--- src/rtl/cla_nibble_serial_adder_pkg.sv ---
// cla_nibble_serial_adder_pkg: shared constants, FSM encoding and sizing helper for the serial adder
package cla_nibble_serial_adder_pkg;
    localparam int NIB_W = 4;
    typedef enum logic [1:0] {IDLE = 2'd0, RUN = 2'd1, DONE = 2'd2} state_t;
    function automatic int idx_width(input int nibbles);
        return (nibbles > 1) ? $clog2(nibbles) : 1;
    endfunction
endpackage

--- src/rtl/cla_nibble_serial_adder_if.sv ---
// cla_nibble_serial_adder_if: operand/result valid-ready bundle between a requester and the serial adder
interface cla_nibble_serial_adder_if #(parameter int WIDTH = 16);
    logic             in_valid;
    logic             in_ready;
    logic [WIDTH-1:0] a;
    logic [WIDTH-1:0] b;
    logic             cin;
    logic             out_valid;
    logic             out_ready;
    logic [WIDTH-1:0] s;
    logic             cout;
    logic             ovf;
    modport master (output in_valid, a, b, cin, out_ready, input in_ready, out_valid, s, cout, ovf);
    modport slave  (input in_valid, a, b, cin, out_ready, output in_ready, out_valid, s, cout, ovf);
endinterface

--- src/rtl/cla_nibble_serial_adder_cla.sv ---
// cla_adder: 4-bit carry-lookahead slice, c3 is the carry out of the top bit
module cla_adder
    import cla_nibble_serial_adder_pkg::*;
(
    input  logic [NIB_W-1:0] a,
    input  logic [NIB_W-1:0] b,
    input  logic             cin,
    output logic [NIB_W-1:0] s,
    output logic             c3
);
    logic [NIB_W-1:0] g, p, c;
    // generate/propagate lookahead, every carry computed directly from cin
    always_comb begin
        g    = a & b;
        p    = a ^ b;
        c[0] = cin;
        c[1] = g[0] | (p[0] & cin);
        c[2] = g[1] | (p[1] & g[0]) | (p[1] & p[0] & cin);
        c[3] = g[2] | (p[2] & g[1]) | (p[2] & p[1] & g[0]) | (p[2] & p[1] & p[0] & cin);
        c3   = g[3] | (p[3] & g[2]) | (p[3] & p[2] & g[1]) | (p[3] & p[2] & p[1] & g[0])
             | (p[3] & p[2] & p[1] & p[0] & cin);
        s    = p ^ c;
    end
endmodule

--- src/rtl/cla_nibble_serial_adder.sv ---
// cla_nibble_serial_adder: WIDTH-bit adder reusing one 4-bit CLA slice over WIDTH/4 cycles, LS nibble first
module cla_nibble_serial_adder
    import cla_nibble_serial_adder_pkg::*;
#(
    parameter int WIDTH = 16
) (
    input logic                      clk,
    input logic                      rst,
    cla_nibble_serial_adder_if.slave bus
);
    localparam int NIBBLES = WIDTH / NIB_W;
    localparam int IW      = idx_width(NIBBLES);

    generate
        if (WIDTH % NIB_W != 0 || WIDTH < NIB_W) begin : g_bad_width
            $error("cla_nibble_serial_adder: WIDTH must be a multiple of 4 and at least 4");
        end
    endgenerate

    state_t           state_q, state_d;
    logic [WIDTH-1:0] a_sh_q, a_sh_d, b_sh_q, b_sh_d, sum_q, sum_d, s_q, s_d;
    logic [IW-1:0]    idx_q, idx_d;
    logic             carry_q, carry_d, a_msb_q, a_msb_d, b_msb_q, b_msb_d;
    logic             cout_q, cout_d, ovf_q, ovf_d;
    logic [NIB_W-1:0] slice_s;
    logic             slice_c3;

    cla_adder u_slice (
        .a   (a_sh_q[NIB_W-1:0]),
        .b   (b_sh_q[NIB_W-1:0]),
        .cin (carry_q),
        .s   (slice_s),
        .c3  (slice_c3)
    );

    assign bus.in_ready  = !(state_q == RUN || state_q == DONE);
    assign bus.out_valid = state_q == DONE;
    assign bus.s         = s_q;
    assign bus.cout      = cout_q;
    assign bus.ovf       = ovf_q;

    // sequencing: capture operands, step one nibble per cycle, publish result, wait for consumer
    always_comb begin
        state_d = state_q;
        a_sh_d  = a_sh_q;
        b_sh_d  = b_sh_q;
        sum_d   = sum_q;
        idx_d   = idx_q;
        carry_d = carry_q;
        a_msb_d = a_msb_q;
        b_msb_d = b_msb_q;
        s_d     = s_q;
        cout_d  = cout_q;
        ovf_d   = ovf_q;
        case (state_q)
            RUN: begin
                sum_d[idx_q*NIB_W +: NIB_W] = slice_s;
                carry_d = slice_c3;
                a_sh_d  = a_sh_q >> NIB_W;
                b_sh_d  = b_sh_q >> NIB_W;
                idx_d   = idx_q + 1'b1;
                if (idx_q == IW'(NIBBLES - 1)) begin
                    idx_d   = idx_q;
                    s_d     = sum_d;
                    cout_d  = slice_c3;
                    ovf_d   = slice_c3 ^ (a_msb_q ^ b_msb_q ^ slice_s[NIB_W-1]);
                    state_d = DONE;
                end
            end
            DONE: state_d = bus.out_ready ? IDLE : DONE;
            default: begin
                state_d = IDLE;
                if (bus.in_valid) begin
                    a_sh_d  = bus.a;
                    b_sh_d  = bus.b;
                    carry_d = bus.cin;
                    a_msb_d = bus.a[WIDTH-1];
                    b_msb_d = bus.b[WIDTH-1];
                    idx_d   = '0;
                    state_d = RUN;
                end
            end
        endcase
    end

    // state and datapath registers, all cleared by reset so an interrupted operation leaves no trace
    always_ff @(posedge clk or posedge rst) begin
        if (rst) begin
            state_q <= IDLE;
            a_sh_q  <= '0;
            b_sh_q  <= '0;
            sum_q   <= '0;
            idx_q   <= '0;
            carry_q <= 1'b0;
            a_msb_q <= 1'b0;
            b_msb_q <= 1'b0;
            s_q     <= '0;
            cout_q  <= 1'b0;
            ovf_q   <= 1'b0;
        end else begin
            state_q <= state_d;
            a_sh_q  <= a_sh_d;
            b_sh_q  <= b_sh_d;
            sum_q   <= sum_d;
            idx_q   <= idx_d;
            carry_q <= carry_d;
            a_msb_q <= a_msb_d;
            b_msb_q <= b_msb_d;
            s_q     <= s_d;
            cout_q  <= cout_d;
            ovf_q   <= ovf_d;
        end
    end
endmodule

--- src/flat_wrapper.sv ---
// flat-port wrapper written by rule: the top's interface ports become plain ports
module cla_nibble_serial_adder_flat import cla_nibble_serial_adder_pkg::*;
#(
    parameter int WIDTH = 16
)
  (clk, rst, bus_in_valid, bus_a, bus_b, bus_cin, bus_out_ready, bus_in_ready, bus_out_valid, bus_s, bus_cout, bus_ovf);
  cla_nibble_serial_adder_if #(.WIDTH(WIDTH)) bus_i ();
  input logic clk;
  input logic rst;
  input wire logic [$bits(bus_i.in_valid)-1:0] bus_in_valid;
  input wire logic [$bits(bus_i.a)-1:0] bus_a;
  input wire logic [$bits(bus_i.b)-1:0] bus_b;
  input wire logic [$bits(bus_i.cin)-1:0] bus_cin;
  input wire logic [$bits(bus_i.out_ready)-1:0] bus_out_ready;
  output wire logic [$bits(bus_i.in_ready)-1:0] bus_in_ready;
  output wire logic [$bits(bus_i.out_valid)-1:0] bus_out_valid;
  output wire logic [$bits(bus_i.s)-1:0] bus_s;
  output wire logic [$bits(bus_i.cout)-1:0] bus_cout;
  output wire logic [$bits(bus_i.ovf)-1:0] bus_ovf;
  assign bus_i.in_valid = bus_in_valid;
  assign bus_i.a = bus_a;
  assign bus_i.b = bus_b;
  assign bus_i.cin = bus_cin;
  assign bus_i.out_ready = bus_out_ready;
  assign bus_in_ready = bus_i.in_ready;
  assign bus_out_valid = bus_i.out_valid;
  assign bus_s = bus_i.s;
  assign bus_cout = bus_i.cout;
  assign bus_ovf = bus_i.ovf;
  cla_nibble_serial_adder #(.WIDTH(WIDTH)) u_core (.clk(clk), .rst(rst), .bus(bus_i));
endmodule
--- config.mk ---
export PLATFORM = sky130hd
export DESIGN_NAME = cla_nibble_serial_adder_flat
export DESIGN_NICKNAME = d
export VERILOG_FILES = /design/src/rtl/cla_nibble_serial_adder_pkg.sv /design/src/rtl/cla_nibble_serial_adder_if.sv /design/src/rtl/cla_nibble_serial_adder_cla.sv /design/src/rtl/cla_nibble_serial_adder.sv /design/src/flat_wrapper.sv
export SDC_FILE = /design/constraint.sdc
export NUM_CORES = 1
export LEC_CHECK = 0
export CELL_PAD_IN_SITES_DETAIL_PLACEMENT = 0
export CELL_PAD_IN_SITES_GLOBAL_PLACEMENT = 2
export CORE_MARGIN = 2
export CORE_UTILIZATION = 36
export DETAILED_ROUTE_END_ITERATION = 7
export PLACE_DENSITY_LB_ADDON = 0.1
export REMOVE_ABC_BUFFERS = 1
export SLEW_MARGIN = 30
export SYNTH_ARGS = -nofsm -noshare
export SYNTH_HDL_FRONTEND = slang
export SYNTH_SLANG_ARGS = --single-unit
--- constraint.sdc ---
create_clock -name clk -period 5.2 [get_ports clk]
set_input_delay 0.78 -clock clk [delete_from_list [all_inputs] [get_ports clk]]
set_output_delay 0.78 -clock clk [all_outputs]
set_load 0.02 [all_outputs]
After elaboration in Yosys (flattened, before gate mapping)
Cells that the tools add are included.

Bits in registers: 73. Output and inout port bits: 20.

$add $sub $neg: 2. Equality and inequality tests: 5. Shift-type cells: 2. Multiplexer cells: 14. Bitwise gates (word level): 34. Reductions and logical operators: 8.

Operators by type and width (number): one-hot mux 16 bit (2 select lines) (2); negator 4 -> 34 bit (1); variable shift 4 x 34 -> 16 bit, first input constant (1); indexed part select 4 x 34 -> 16 bit (1); 2-to-1 mux 16 bit (2); AND 1 bit (16); bitwise mux 16 bit (1); bitwise OR 1 bit (10); 2-to-1 mux 2 bit (4); one-hot mux 2 bit (2 select lines) (2); bitwise XOR 4 bit (2); AND reduction 2 bit (3); AND 4 bit (1); == test 2 bit, second input constant (2); inequality test 2 bit, second input constant (2); AND reduction 3 bit (1); bitwise XOR 1 bit (3); adder 2 x 1 -> 2 bit, second input constant (1); == test 2 x 1 -> 1 bit, second input constant (1); 2-to-1 mux 1 bit (2); NOT 1 bit (2); one-hot mux 1 bit (2 select lines) (1); nonzero test 2 bit (1); OR reduction 2 bit (1); 2 further kinds (2).

Longest topological paths before layout
Gate-level depths: netlist (run 1).

Word-level depth: 8. Depth in mapped cells: 8.

Cells and area by module
Synthesis (run 1) repeated with hierarchy kept, for this count alone.

Cell total of the unflattened synthesis: 317. Area, all modules: 3358.2 um^2.

By module, submodules not included: cla_nibble_serial_adder (times used 1, cells an instance 300, area each 3210.6 um^2); cla_adder (times used 1, cells an instance 17, area each 147.6 um^2).

Least setup slack after synthesis (run 1)
Ideal clock, no wire load.

Path kind: register to register. From: reg u_core.idx_q[0]. To: reg u_core.s_q[4], in the netlist u_core.bus.s[4]. Arrival: 1.734 ns. Required time: 5.074 ns. Slack: 3.340 ns. Cell stages (with the launch flop): 8. Period minus slack after synthesis: 1.860 ns. Cell sequence: dfrtp_1 inv_1 ha_1 nor2b_1 and3_1 buf_2 a221oi_1 nor2_1.

Longest elaborated chain between the ends: 3.

RTL lines: from (decl) (RTL line cla_nibble_serial_adder.sv:22) `logic [IW-1:0] idx_q, idx_d;`; from (signal assigned) (RTL line cla_nibble_serial_adder.sv:105) `idx_q <= idx_d;`; negator 4 -> 34 bit (RTL line cla_nibble_serial_adder.sv:57) `sum_d[idx_q*NIB_W +: NIB_W] = slice_s;`; indexed part select 4 x 34 -> 16 bit / variable shift 4 x 34 -> 16 bit (equally long branches) (RTL line cla_nibble_serial_adder.sv:57); bitwise mux 16 bit (RTL line cla_nibble_serial_adder.sv:57); to (signal assigned) (RTL line cla_nibble_serial_adder.sv:97) `s_q <= '0;`; to (signal assigned) (RTL line cla_nibble_serial_adder.sv:109) `s_q <= s_d;`; to (decl) (RTL line cla_nibble_serial_adder.sv:21) `logic [WIDTH-1:0] a_sh_q, a_sh_d, b_sh_q, b_sh_d, sum_q, sum_d, s_q, s_d;`.

Parallel ways exist; a longest one is shown, timed or not. A chain may end at the register's enable or synchronous reset.

Final worst setup path (run 1)
From: reg u_core.state_q[0]. To: out bus_out_valid.

Longest elaborated chain between the ends: 1.

RTL lines: from (decl) (RTL line cla_nibble_serial_adder.sv:20) `state_t state_q, state_d;`; from (signal assigned) (RTL line cla_nibble_serial_adder.sv:101) `state_q <= state_d;`; == test 2 bit (RTL line cla_nibble_serial_adder.sv:37) `assign bus.out_valid = state_q == DONE;`; to (decl) (RTL line flat_wrapper.sv:16) `output wire logic [$bits(bus_i.out_valid)-1:0] bus_out_valid;`.

No other way between the ends.

==> impl_metrics.env, run 1 <==
export IMPL_globalRoute_totalOverflow=0
export IMPL_htreeDepth=3
export IMPL_drive_above_1_share_pct=6.44
export IMPL_synth_flop_cell="dfrtp_1"
export IMPL_grt_pass1_vias=2489
export IMPL_min_path_type="reg2reg"
export IMPL_numCtsBuffers=9
export IMPL_type_of_element_launching_the_critical_path="flip-flop"
export IMPL_number_of_clock_sinks=73
export IMPL_setup_viol_count_final=0
export IMPL_die_width_um=103
export IMPL_crit_path_max_incr_delay_ps=670
export IMPL_critical_path_arrival_ps=1830
export IMPL_synth_top_area_share_pct=51.9
export IMPL_floorplan_initialDensity_pct=36.5
export IMPL_footprint_of_the_multi_input_gates_um2=1560
export IMPL_postCtsSetupRepairBufs=0
export IMPL_yosys_warnings=0
export IMPL_maxClockFrequency_mhz=384
export IMPL_power_per_cell_area_nw_per_um2=576
export IMPL_totalWireLength_um=7630
export IMPL_timing_final_ws_setup_ps=2590
export IMPL_port_buffer_count=56
export IMPL_totalNegativeSetupSlack_ps=0
export IMPL_critical_path_max_fanout=7
export IMPL_outcome="complete, no violations"
export IMPL_hold_path_startpoint="u_core.sum_q[3]"
export IMPL_place_worst_setup_slack_ps=2690
export IMPL_rsz_0062_raised_after_global_routing="no"
export IMPL_r2r_start="u_core.state_q[1]"
export IMPL_latest_clock_arrival_within_the_worst_skew_pair_ps=350
export IMPL_grt_antenna_before_repair=0
export IMPL_timing_clock_skew_ps=5.62
export IMPL_slew_limit_headroom_pct=42.5
export IMPL_critical_path_n_buffers_inverters=2
export IMPL_r2r_setup_slack_ps=2750
export IMPL_fin_hold_ws_ps=475
export IMPL_finalCriticalPeriod_ps=2610
export IMPL_final_antenna_violating_net_count=0
export IMPL_register_area_um2=1830
export IMPL_mappedNetlistArea_um2=3520
export IMPL_synthesis_area_per_instance_um2=10.1
export IMPL_syn_to_final_growth_pct=23.8
export IMPL_grt_pass1_wl_um=12600
export IMPL_worstHoldEndpoint="u_core.sum_q[3]"
export IMPL_critPathSlowestCell="clkdlybuf4s50_1"
export IMPL_synthDominantAreaCellType="dfrtp_1"
export IMPL_rows=36
export IMPL_drt_pre_antenna_iters=4
export IMPL_core_area_um2=9640
export IMPL_yosysMostFrequentCell="dfrtp_1"
export IMPL_clk_transition_reported_paths_ps=80
export IMPL_grt_use_total_pct=15.6
export IMPL_die_area_um2=10600
export IMPL_post_synth_inst_count=350
export IMPL_synth_enable_flop_cells=0
export IMPL_cts_max_path_buffers=2
export IMPL_timing_worst_slew_pin_value_ps=857
export IMPL_drt_iter0_drc=78
export IMPL_detail_route_drc_violations=0
export IMPL_routed_via_density=4.86
export IMPL_cpLargestDelayFamily="buffers and inverters"
export IMPL_finalHoldViolations=0
export IMPL_share_of_the_yosys_chip_area_belonging_to_registers_pct=51.9
export IMPL_place_hpwl_um=5120
export IMPL_dieHeight_um=103
export IMPL_post_layout_total_power_w=0.00251
export IMPL_layout_filler_cells=984
export IMPL_post_synth_main_area_contributors="dfrtp_1, o21ai_0, nand2_1"
export IMPL_worst_r2r_path_depth=6
export IMPL_timing_setup_critical_path_class="reg2out"
export IMPL_dr_total_vias=2612
export IMPL_report_final_slew_viol_count=0
export IMPL_gp_congestion=0.732
export IMPL_standby_leakage_power_nw=1.84
export IMPL_clockRootBuffer="clkbuf_8"
export IMPL_timing_critical_path_required_ps=4420
export IMPL_hold_depth=2
export IMPL_timing_rr_end="u_core.carry_q"
export IMPL_crit_path_cell_trace="inv_1, ha_1, clkdlybuf4s50_1"
export IMPL_ys_types=38
export IMPL_min_period_over_period_pct=50.1
export IMPL_drv_cap=0
export IMPL_cts_resized=0
export IMPL_synth_commonest_cells="dfrtp_1, nand2_1, o21ai_0, mux2i_1, nor2_1"
export IMPL_fraction_of_synthesis_flops_using_an_asynchronous_set_or_reset_pin_pct=100
export IMPL_ioPinCount=57
export IMPL_tritoncts="yes"
export IMPL_cts_hold_fix_buffers=0
export IMPL_crit_path_end_kind="primary output"
export IMPL_max_vdd_ir_drop_uv=201
export IMPL_final_nets=450
export IMPL_drt_wirelength_per_cell_um=14.2
export IMPL_diodes=0
export IMPL_ys_seq_elements=73
export IMPL_grt_start_max_net_pins=49
## flip-flops by register name, summed over array words and instances (netlist names)
name             count
u_core.b_sh_q       16
u_core.idx_q         2
u_core.sum_q        16
u_core.bus.s        16
u_core.state_q       2
u_core.b_msb_q       1
u_core.a_msb_q       1
u_core.carry_q       1
u_core.bus.ovf       1
u_core.bus.cout      1
u_core.a_sh_q       16
## cell type report
type	instances	area share [%]
Multi-Input combinational cell	245	35.9
Clock buffer	13	3.65
Timing Repair Buffer	59	13.4
Inverter	11	0.948
Sequential cell	73	42.0
Tap cell	133	3.82
Clock inverter	3	0.345
## per-stage QoR
step | instance area, um^2 | instances | utilization, %
2_1_floorplan | 3420 | 329 | -
3_3_place_gp | 4180 | 521 | 43.4
3_5_place_dp | 4180 | 521 | 43.4
4_1_cts | 4350 | 537 | 45.2
5_1_grt | 4350 | 537 | 45.2
6_report | 4350 | 537 | 45.2
## routing by layer
| layer | vias to the layer above | part of all wire, % | GRT usage (%) |
|---|---|---|---|
| li1 | 1323 | - | - |
| met1 | 1235 | 48 | 21.0 |
| met2 | 44 | 47 | 24.4 |
| met3 | 10 | 2.8 | 2.92 |
| met4 | 0 | 2.0 | 7.59 |
| met5 | - | 0 | 0 |
## cells by family after synthesis
logic type	after synthesis	share of synthesized area [%]
buf+inv	32	4.05
fa+ha+maj	14	5.19
mux	27	7.75
xor+xnor	5	1.24
compound gates	91	15.9
flops	73	51.9
simple gates	108	14.0
## how the worst max path moves through the flow
stage,to,depth (start not counted),slack [ps],start
finish,bus_out_valid,3,2590,u_core.state_q[0]
global route,bus_out_valid,3,2480,u_core.state_q[0]
CTS,bus_out_valid,3,2560,u_core.state_q[0]
detailed placement,u_core.carry_q,6,2690,u_core.state_q[1]
global placement,u_core.carry_q,6,2760,u_core.state_q[1]
floorplan,u_core.a_sh_q[0],4,1340,u_core.state_q[1]
## layout by cell type, fill, tap and decap left out, drive strengths merged, types with 2 or more instances in the layout
cell           count
nor2b              2
and3               2
a21oi             12
dfrtp             73
mux2i             25
a221oi             8
nor2              18
clkinv             3
nor3               4
xor2               2
o21bai             3
inv               11
o21ai             53
xnor2              3
clkdlybuf4s50     56
nor3b              7
a32o               8
nor4b              2
clkbuf            13
mux2               2
ha                13
nand2             68
buf                3
## worst reg2reg max path, stage by stage, from the launching register on
cell and delay (ps):
dfrtp_1 400, inv_1 70, ha_2 610, buf_4 440, inv_1 300, a2111oi_0 410
nor3_1 90
## power breakdown
part	internal (W)	leakage, nW	switching (W)	total, W
clock	0.000198	0.0932	0.000212	0.000410
sequential	0.000804	0.935	0.000142	0.000946
combinational	0.000456	0.815	0.000696	0.00115
Power figures use the tool's default switching activity.
==> run 2: changes to the inputs <==
--- a/config.mk
+++ b/config.mk
@@ -8,7 +8,7 @@
 export CELL_PAD_IN_SITES_DETAIL_PLACEMENT = 0
 export CELL_PAD_IN_SITES_GLOBAL_PLACEMENT = 2
 export CORE_MARGIN = 2
-export CORE_UTILIZATION = 36
+export CORE_UTILIZATION = 30
 export DETAILED_ROUTE_END_ITERATION = 7
 export PLACE_DENSITY_LB_ADDON = 0.1
 export REMOVE_ABC_BUFFERS = 1
==> constraint.sdc (replaced) <==
create_clock -name clk -period 2.15 [get_ports clk]
set_input_delay 0.3225 -clock clk [delete_from_list [all_inputs] [get_ports clk]]
set_output_delay 0.3225 -clock clk [all_outputs]
set_load 0.02 [all_outputs]
==> run 2 against run 1 <==
  * Count of clock-buffer cells in the layout shrank 2
  * Sequential share of layout area shrank 2.0 points
  * Combinational power grew to 2.7 times the previous value
  * Final cell count grew 3.7%
  * Critical endpoint is now bus_in_ready
  * Largest cell class unchanged
  * Largest power group unchanged
==> impl_metrics.env, run 2 (synthesis results as in run 1) <==
export IMPL_stdcell_count=557
export IMPL_outcome="complete, no violations"
export IMPL_routed_via_density=4.80
export IMPL_clk_transition_reported_paths_ps=60
export IMPL_final_antenna_violating_net_count=0
export IMPL_dieHeight_um=112
export IMPL_power_per_cell_area_nw_per_um2=1460
export IMPL_cts_max_path_buffers=2
export IMPL_final_nets=464
export IMPL_clockRootBuffer="clkbuf_16"
export IMPL_finalHoldViolations=0
export IMPL_rsz_0062_raised_after_global_routing="no"
export IMPL_place_hpwl_um=5520
export IMPL_drt_pre_antenna_iters=4
export IMPL_detail_route_drc_violations=0
export IMPL_ioPinCount=57
export IMPL_type_of_element_launching_the_critical_path="flip-flop"
export IMPL_grt_use_total_pct=13.8
export IMPL_core_area_um2=11400
export IMPL_htreeDepth=3
export IMPL_totalWireLength_um=7930
export IMPL_crit_path_cell_trace="inv_1, ha_1, clkdlybuf4s50_1"
export IMPL_timing_worst_slew_pin_value_ps=545
export IMPL_syn_to_final_growth_pct=29.9
export IMPL_gp_congestion=0.728
export IMPL_timing_setup_critical_path_class="reg2out"
export IMPL_slew_limit_headroom_pct=63.7
export IMPL_report_final_slew_viol_count=0
export IMPL_postLayoutCoreUtil_pct=40.0
export IMPL_critical_path_max_fanout=4
export IMPL_grt_pass1_wl_um=13600
export IMPL_timing_critical_path_required_ps=1830
export IMPL_latest_clock_arrival_within_the_worst_skew_pair_ps=330
export IMPL_floorplan_initialDensity_pct=30.8
export IMPL_setup_viol_count_final=0
export IMPL_crit_path_max_incr_delay_ps=630
export IMPL_grt_antenna_before_repair=0
export IMPL_min_period_over_period_pct=95.2
export IMPL_drt_iter0_drc=121
export IMPL_drive_above_1_share_pct=9.18
export IMPL_grt_pass1_vias=2754
export IMPL_worst_r2r_path_depth=5
export IMPL_grt_start_max_net_pins=49
export IMPL_cts_hold_fix_buffers=0
export IMPL_finalCriticalPeriod_ps=2050
export IMPL_dpl_cell_count=545
export IMPL_rows=39
export IMPL_standby_leakage_power_nw=1.97
export IMPL_globalRoute_totalOverflow=0
export IMPL_die_width_um=112
export IMPL_layout_cells_most_common_list="dfrtp_1, nand2_1, clkdlybuf4s50_1"
export IMPL_cp_num_cells=3
export IMPL_diodes=0
export IMPL_cts_resized=0
export IMPL_number_of_clock_sinks=73
export IMPL_die_area_um2=12600
export IMPL_timing_clock_skew_ps=6.20
export IMPL_port_buffer_count=56
export IMPL_postCtsSetupRepairBufs=0
export IMPL_max_vdd_ir_drop_uv=597
export IMPL_dr_total_vias=2674
export IMPL_crit_path_end_kind="primary output"
export IMPL_min_path_type="in2async"
export IMPL_drt_wirelength_per_cell_um=14.2
export IMPL_critical_path_n_buffers_inverters=2
export IMPL_critPathSlowestCell="clkdlybuf4s50_1"
export IMPL_layout_commonest_cell="dfrtp_1"
export IMPL_cpLargestDelayFamily="buffers and inverters"
export IMPL_maxClockFrequency_mhz=489
export IMPL_tritoncts="yes"
export IMPL_critical_path_arrival_ps=1720
export IMPL_drv_cap=0
export IMPL_numCtsBuffers=9
run 2: final timing paths:
path	to	start	slack [ps]
max	bus_in_ready	u_core.state_q[0]	100
min	u_core.b_sh_q[9]	rst	430
max reg2reg	u_core.carry_q	u_core.b_sh_q[0]	370
min reg2reg	u_core.b_sh_q[13]	u_core.b_sh_q[13]	480
max in group asynchronous	u_core.b_sh_q[7]	rst	1290
min in group clk	u_core.b_sh_q[13]	u_core.b_sh_q[13]	480
run 2: stage by stage:
step	setup WS, ps	cell area [um^2]	setup TNS, ps	total power, W	hold slack [ps]
global placement	387	4310	0	0.00542	459
global route	12.9	4570	0	0.00727	484
finish	104	4570	0	0.00670	427
detailed placement	360	4310	0	0.00545	465
floorplan	-1710	3420	-74980	0.00415	442
CTS	38.0	4570	0	0.00683	443
run 2: power by group:
group          switching, W  internal (W)
clock              0.000524      0.000815
sequential         0.000317       0.00195
combinational       0.00177       0.00132
run 2: cell type report:
| class | instances | area [um^2] |
|---|---|---|
| clock buffer | 11 | 253 |
| clock inverter | 1 | 5.00 |
| fill | 1180 | 6850 |
| inverter | 11 | 41.3 |
| multi-input combinational | 245 | 1560 |
| sequential | 73 | 1830 |
| tap | 143 | 179 |
| timing repair buffer | 73 | 703 |
run 2: tightest hold or removal path: cells and delay by family:
kind,cells,cell delay [ps]
buf+inv,3,850
run 2: metal layers:
layer / vias up / part of all wire (%) / track usage (%) / wire [um]
met5: - / 0 / 0 / 0
met4: 0 / 2.1 / 6.34 / 167
met3: 11 / 4.0 / 3.19 / 320
met2: 56 / 46 / 21.8 / 3620
met1: 1260 / 48 / 18.0 / 3820
li1: 1347 / - / - / -
